<file path="config.mk">
export PLATFORM = sky130hd
export DESIGN_NAME = pipe_hazard_unit
export DESIGN_NICKNAME = d
export VERILOG_FILES = /design/src/rtl/pipe_pkg.sv /design/src/rtl/pipe_fwd_sel.sv /design/src/rtl/pipe_hazard_unit.sv
export SDC_FILE = /design/constraint.sdc
export NUM_CORES = 1
export LEC_CHECK = 0
export BUFFER_PORTS_ARGS = -buffer_cell sky130_fd_sc_hd__buf_4
export CORE_MARGIN = 2
export CORE_UTILIZATION = 50
export DETAILED_ROUTE_END_ITERATION = 10
export PLACE_DENSITY_LB_ADDON = 0.12
export SLEW_MARGIN = 20
export SYNTH_ARGS = -nofsm -noshare
export SYNTH_HDL_FRONTEND = slang
export SYNTH_SLANG_ARGS = --single-unit
</file>
<file path="constraint.sdc">
create_clock -name clk -period 2.1 [get_ports clk]
set_clock_uncertainty 0.05 [all_clocks]
set_input_delay 0.42 -clock clk [delete_from_list [all_inputs] [get_ports clk]]
set_output_delay 0.42 -clock clk [all_outputs]
set_load 0.005 [all_outputs]
</file>
<file path="src/rtl/pipe_pkg.sv">
`default_nettype none
// ============================================================================
//  Module      : pipe_pkg
//  Description : Shared types and constants for the pipeline hazard unit.
//  Revision    : 1.0 - initial release
// ============================================================================
package pipe_pkg;

    // Widest register address the shadow entries can hold (AW must not exceed it).
    localparam int PIPE_AW_MAX = 8;

    typedef logic [PIPE_AW_MAX-1:0] pipe_addr_t;

    typedef struct packed {
        logic       valid;
        pipe_addr_t rd;
        pipe_addr_t rs;
        pipe_addr_t rt;
        logic       rs_used;
        logic       rt_used;
        logic       regwrite;
        logic       memread;
    } pipe_shadow_t;

    localparam pipe_addr_t ZERO_REG = '0;
    localparam int         FWD_RF   = 0;

    // True when the entry is a live instruction that will write register r.
    function automatic logic shadow_writes(input pipe_shadow_t e, input pipe_addr_t r);
        return e.valid & e.regwrite & (e.rd == r) & (r != ZERO_REG);
    endfunction

endpackage
`default_nettype wire

</file>
<file path="src/rtl/pipe_fwd_sel.sv">
`default_nettype none
// ============================================================================
//  Module      : pipe_fwd_sel
//  Description : Youngest-producer priority match of one source register.
//  Revision    : 1.0 - initial release
// ============================================================================
module pipe_fwd_sel
    import pipe_pkg::*;
#(
    parameter int FWD_STAGES = 2,
    parameter int SELW       = $clog2(FWD_STAGES + 1)
) (
    input  logic                           src_used,
    input  pipe_addr_t                     src,
    input  pipe_shadow_t [FWD_STAGES-1:0]  stages,   // index k-1 holds stage k
    output logic [SELW-1:0]                sel
);

    logic w_unused_fields;
    assign w_unused_fields = ^stages;

    // Scan oldest to youngest so the youngest matching stage is the final winner.
    always_comb begin
        sel = SELW'(FWD_RF);
        for (int k = FWD_STAGES; k >= 1; k--) begin
            if (src_used && shadow_writes(stages[k-1], src)) begin
                sel = SELW'(k);
            end
        end
    end

endmodule
`default_nettype wire

</file>
<file path="src/rtl/pipe_hazard_unit.sv">
`default_nettype none
// ============================================================================
//  Module      : pipe_hazard_unit
//  Description : Load-use stall, EX forwarding selects and bubble/flush control.
//                Optional PIPE_HAZ_STATS_EN adds stall/flush cycle counters.
//  Revision    : 1.0 - initial release
// ============================================================================
module pipe_hazard_unit
    import pipe_pkg::*;
#(
    parameter int AW         = 5,
    parameter int FWD_STAGES = 2,
    parameter int LOAD_LAT   = 1,
    parameter int SELW       = $clog2(FWD_STAGES + 1)
) (
    input  logic            clk,
    input  logic            rst,
    input  logic            id_valid,
    input  logic [AW-1:0]   id_rs,
    input  logic [AW-1:0]   id_rt,
    input  logic            id_rs_used,
    input  logic            id_rt_used,
    input  logic [AW-1:0]   id_rd,
    input  logic            id_regwrite,
    input  logic            id_memread,
    input  logic            ex_flush,
    output logic            stall,
    output logic            pc_write,
    output logic            if_id_write,
    output logic            if_id_flush,
    output logic            id_ex_bubble,
    output logic [SELW-1:0] fwd_a_sel,
    output logic [SELW-1:0] fwd_b_sel
`ifdef PIPE_HAZ_STATS_EN
    ,
    output logic [31:0]     stall_cycles,
    output logic [31:0]     flush_count
`endif
);

    pipe_shadow_t [FWD_STAGES:0] r_sh;
    pipe_shadow_t                w_ex_next;
    pipe_addr_t                  w_id_rs;
    pipe_addr_t                  w_id_rt;
    logic                        w_load_use;
    logic                        w_unused_ex;

    assign w_id_rs     = pipe_addr_t'(id_rs);
    assign w_id_rt     = pipe_addr_t'(id_rt);
    assign w_unused_ex = ^r_sh[0];

    // A load still younger than its forwardable stage blocks its consumer in ID.
    always_comb begin
        w_load_use = 1'b0;
        for (int j = 0; j < LOAD_LAT; j++) begin
            if (r_sh[j].memread &&
                ((id_rs_used && shadow_writes(r_sh[j], w_id_rs)) ||
                 (id_rt_used && shadow_writes(r_sh[j], w_id_rt)))) begin
                w_load_use = 1'b1;
            end
        end
    end

    assign stall        = id_valid & ~ex_flush & w_load_use;
    assign pc_write     = ~stall;
    assign if_id_write  = ~stall;
    assign if_id_flush  = ex_flush;
    assign id_ex_bubble = stall | ex_flush | ~id_valid;

    always_comb begin
        w_ex_next = '0;
        if (!id_ex_bubble) begin
            w_ex_next.valid    = 1'b1;
            w_ex_next.rd       = pipe_addr_t'(id_rd);
            w_ex_next.rs       = w_id_rs;
            w_ex_next.rt       = w_id_rt;
            w_ex_next.rs_used  = id_rs_used;
            w_ex_next.rt_used  = id_rt_used;
            w_ex_next.regwrite = id_regwrite;
            w_ex_next.memread  = id_memread;
        end
    end

    // Post-EX stages never stall, so the shadow shifts every cycle.
    always_ff @(posedge clk) begin
        if (rst) begin
            r_sh <= '0;
        end else begin
            r_sh <= {r_sh[FWD_STAGES-1:0], w_ex_next};
        end
    end

    pipe_fwd_sel #(
        .FWD_STAGES (FWD_STAGES),
        .SELW       (SELW)
    ) u_fwd_a (
        .src_used (r_sh[0].rs_used),
        .src      (r_sh[0].rs),
        .stages   (r_sh[FWD_STAGES:1]),
        .sel      (fwd_a_sel)
    );

    pipe_fwd_sel #(
        .FWD_STAGES (FWD_STAGES),
        .SELW       (SELW)
    ) u_fwd_b (
        .src_used (r_sh[0].rt_used),
        .src      (r_sh[0].rt),
        .stages   (r_sh[FWD_STAGES:1]),
        .sel      (fwd_b_sel)
    );

`ifdef PIPE_HAZ_STATS_EN
    logic [31:0] r_stall_cycles;
    logic [31:0] r_flush_count;

    always_ff @(posedge clk) begin
        if (rst) begin
            r_stall_cycles <= '0;
            r_flush_count  <= '0;
        end else begin
            if (stall && (r_stall_cycles != '1)) begin
                r_stall_cycles <= r_stall_cycles + 32'd1;
            end
            if (ex_flush && (r_flush_count != '1)) begin
                r_flush_count <= r_flush_count + 32'd1;
            end
        end
    end

    assign stall_cycles = r_stall_cycles;
    assign flush_count  = r_flush_count;
`endif

endmodule
`default_nettype wire

</file>
==> run summary <==
Hold Violations, Final -> 0
Pleak -> 0.000896 uW
CTS tree -> yes
Slew @ Worst Pin -> 0.388 ns
Final period utilization -> 107%
Congestion Overflow GR -> 0
Hold EP -> r_sh[20]
Power Density -> 555 nW/um^2
Initial antenna violation count -> 0
CTS H-tree depth -> 2
Status -> finished, violations left
Slew Viols, Final -> 0
# DRC -> 0
Startpoint types -> input port
Distinct cell type count of the synthesized netlist -> 29
First-pass iteration count of the detailed router -> 4
Sink Count -> 34
Core footprint -> 3030 sq um
Kind of critical path -> in2out
Final Setup Violations -> 6
Critical path's slowest cell -> or4_4
Number of global-route vias before repair -> 1271
Cell count of the worst reg-to-reg path -> 7
Hold_buf cts -> 0
Top reg by flops -> r_sh
Total number of vias -> 1313
RSZ-0062 raised after global routing -> true
Reg clk slew, reported paths -> 0.11 ns
Routed Antenna Nets -> 0
Largest regs -> r_sh: 34 flops
Post-synth EDFFs -> 0
Min cycle time layout -> 2.24 ns
# diodes -> 0
Min-Delay Path Class -> in2reg
I/O pin cnt -> 32
Crit Reg-Reg Endpoint -> r_sh[5]
Hold path depth -> 3
DR WL/cell -> 14.7 um
Area leader, netlist -> dfxtp_1
Post-synth top area share -> 43.3%
Worst R2R Start -> r_sh[22]
First-pass GRT wire length -> 5830 um
Syn Area/Cell -> 9.95 sq um
Die area -> 3610 sq um
First DRT Iteration DRCs -> 23
Routability Congestion -> 0.876
Max stage delay on crit path -> 0.54 ns
Setup crit end kind -> output port
Max-cap viol count -> 0
Commonest cells in the netlist -> dfxtp_1, nand3b_1, xnor2_1
Die width -> 60.1 um
Worst hold start -> id_rd[0]
Synth Register Bits -> 34
CP arrival -> 1.77 ns
TNS Setup -> -0.571 ns
Max Clock Freq -> 446 MHz
Clk buf depth -> 2
Worst-skew pair later-pin latency -> 0.33 ns
Ys flop type -> dfxtp_1
Via density -> 5.23
Register area share after synthesis -> 43.3%
Register-to-register setup slack -> 0.22 ns
Starting Density -> 51.9%
Layout cell share with drive strength beyond 1 -> 43.5%
Largest net degree at the start of global routing -> 35
CTS Root Cell -> clkbuf_4
I/O Buffers -> 31
Worst Path Max Fanout -> 3
CP top delay family -> simple AND/OR/NAND/NOR gates
Area delta synth->final -> 37.8%
Die Y -> 60.1 um
TritonCTS buffer count -> 5
Yosys warnings -> 0
Largest register FFs -> 34
GRT Overall Usage -> 22.1%
Failing checks -> setup timing
Area of the mapped netlist -> 1570 sq um
Routed WL -> 3700 um
Syn Inst Count -> 158
Ys async rst share -> 0%
Worst endpoint required time -> 1.63 ns
Rows -> 20
Fillers -> 222
Slew HR -> 74.1%
Setup Slack @ Placement -> -0.225 ns
Peak supply drop -> 0.000276 V
Buf+Inv Stages, Crit Path -> 2
Area contributors post-synth -> dfxtp_1, xnor2_1, nand3b_1, nor2b_1, xor2_1
Count leader, synth -> dfxtp_1
Syn nets -> 181
Crit-path cells -> buf_6, or4_4, a21oi_4, nor4_4, or3b_1, buf_4
# nets final -> 229
Final worst slack -> -0.143 ns
[cell families (layout without fill, tap and decap cells)]
logic type             after synthesis  count (layout)  synth area share (%)
AO/OA/AOI/OAI                        9               9                  5.41
flip-flops                          34              34                  43.3
buffers and inverters               14              63                  5.09
AND/OR/NAND/NOR                     73              73                  30.6
XOR/XNOR                            28              28                  15.6
[worst reg2reg max path, stage by stage (launching register included)]
cell and delay, ns:
dfxtp_1 0.39, xnor2_1 0.13, nand2_1 0.13, a2111oi_4 0.45, buf_4 0.19, buf_4 0.10, buf_4 0.23, nor3_1 0.09
[through the flow]
step	hold WS [ns]	power (uW)	utilization, %	cells	area, sq um
after CTS	0.273	1190	68.6	249	2080
final	0.280	1200	71.6	251	2170
after global routing	0.271	1250	71.6	251	2170
after detailed placement	0.400	816	61.8	231	1870
after floorplan	0.388	750	-	158	1580
after global placement	0.399	813	61.8	231	1870
[timing repair]
item	CTS	global route
resized for setup	21	13
gates cloned	0	0
buffers inserted	10	2
pin swaps	9	5
setup endpoints to repair	8	8
[power breakdown]
| part | switching, uW | internal (uW) |
|---|---|---|
| logic | 69.3 | 86.7 |
| clock network | 212 | 162 |
| registers | 14.1 | 659 |
[area by class of cell]
type                            count  area [sq um]  area share [%]
Multi-Input combinational cell    110           942            43.5
Sequential cell                    34           693            32.0
Timing Repair Buffer               52           405            18.7
Clock buffer                        7          55.1            2.54
Tap cell                           44          55.1            2.54
Inverter                            3          11.3           0.520
Clock inverter                      1          5.00           0.231
[cell usage in the layout (no fill, tap or decap), drive strengths merged, types with 2 or more instances in the layout]
cell type / Yosys / layout
nor2b: 14 / 14
nor4: 5 / 5
o2111ai: 2 / 2
nand3b: 19 / 19
inv: 3 / 3
nand4: 4 / 4
clkbuf: 5 / 7
nor3: 21 / 21
xnor2: 18 / 18
xor2: 10 / 10
buf: 6 / 52
o21ai: 3 / 3
or4: 3 / 3
nand2: 3 / 3
dfxtp: 34 / 34
[worst max-delay path by stage]
stage	from	to	slack [ns]	depth (start not counted)
2_1_floorplan	id_rs[1]	pc_write	0.03	6
3_3_place_gp	id_rs[1]	id_ex_bubble	-0.21	6
3_5_place_dp	id_rs[1]	id_ex_bubble	-0.22	6
4_1_cts	id_rs[3]	id_ex_bubble	-0.15	6
5_1_grt	r_sh[21]	id_ex_bubble	-0.20	5
6_report	id_rs[3]	id_ex_bubble	-0.14	6
[layer usage]
layer	part of all wire (%)	GRT usage (%)	routed length, um
met5	0	0	0
met4	2.2	11.4	83
met3	4.6	5.19	172
met2	51	37.3	1870
met1	42	26.0	1570
No activity file was read; power rests on OpenSTA's default activity.
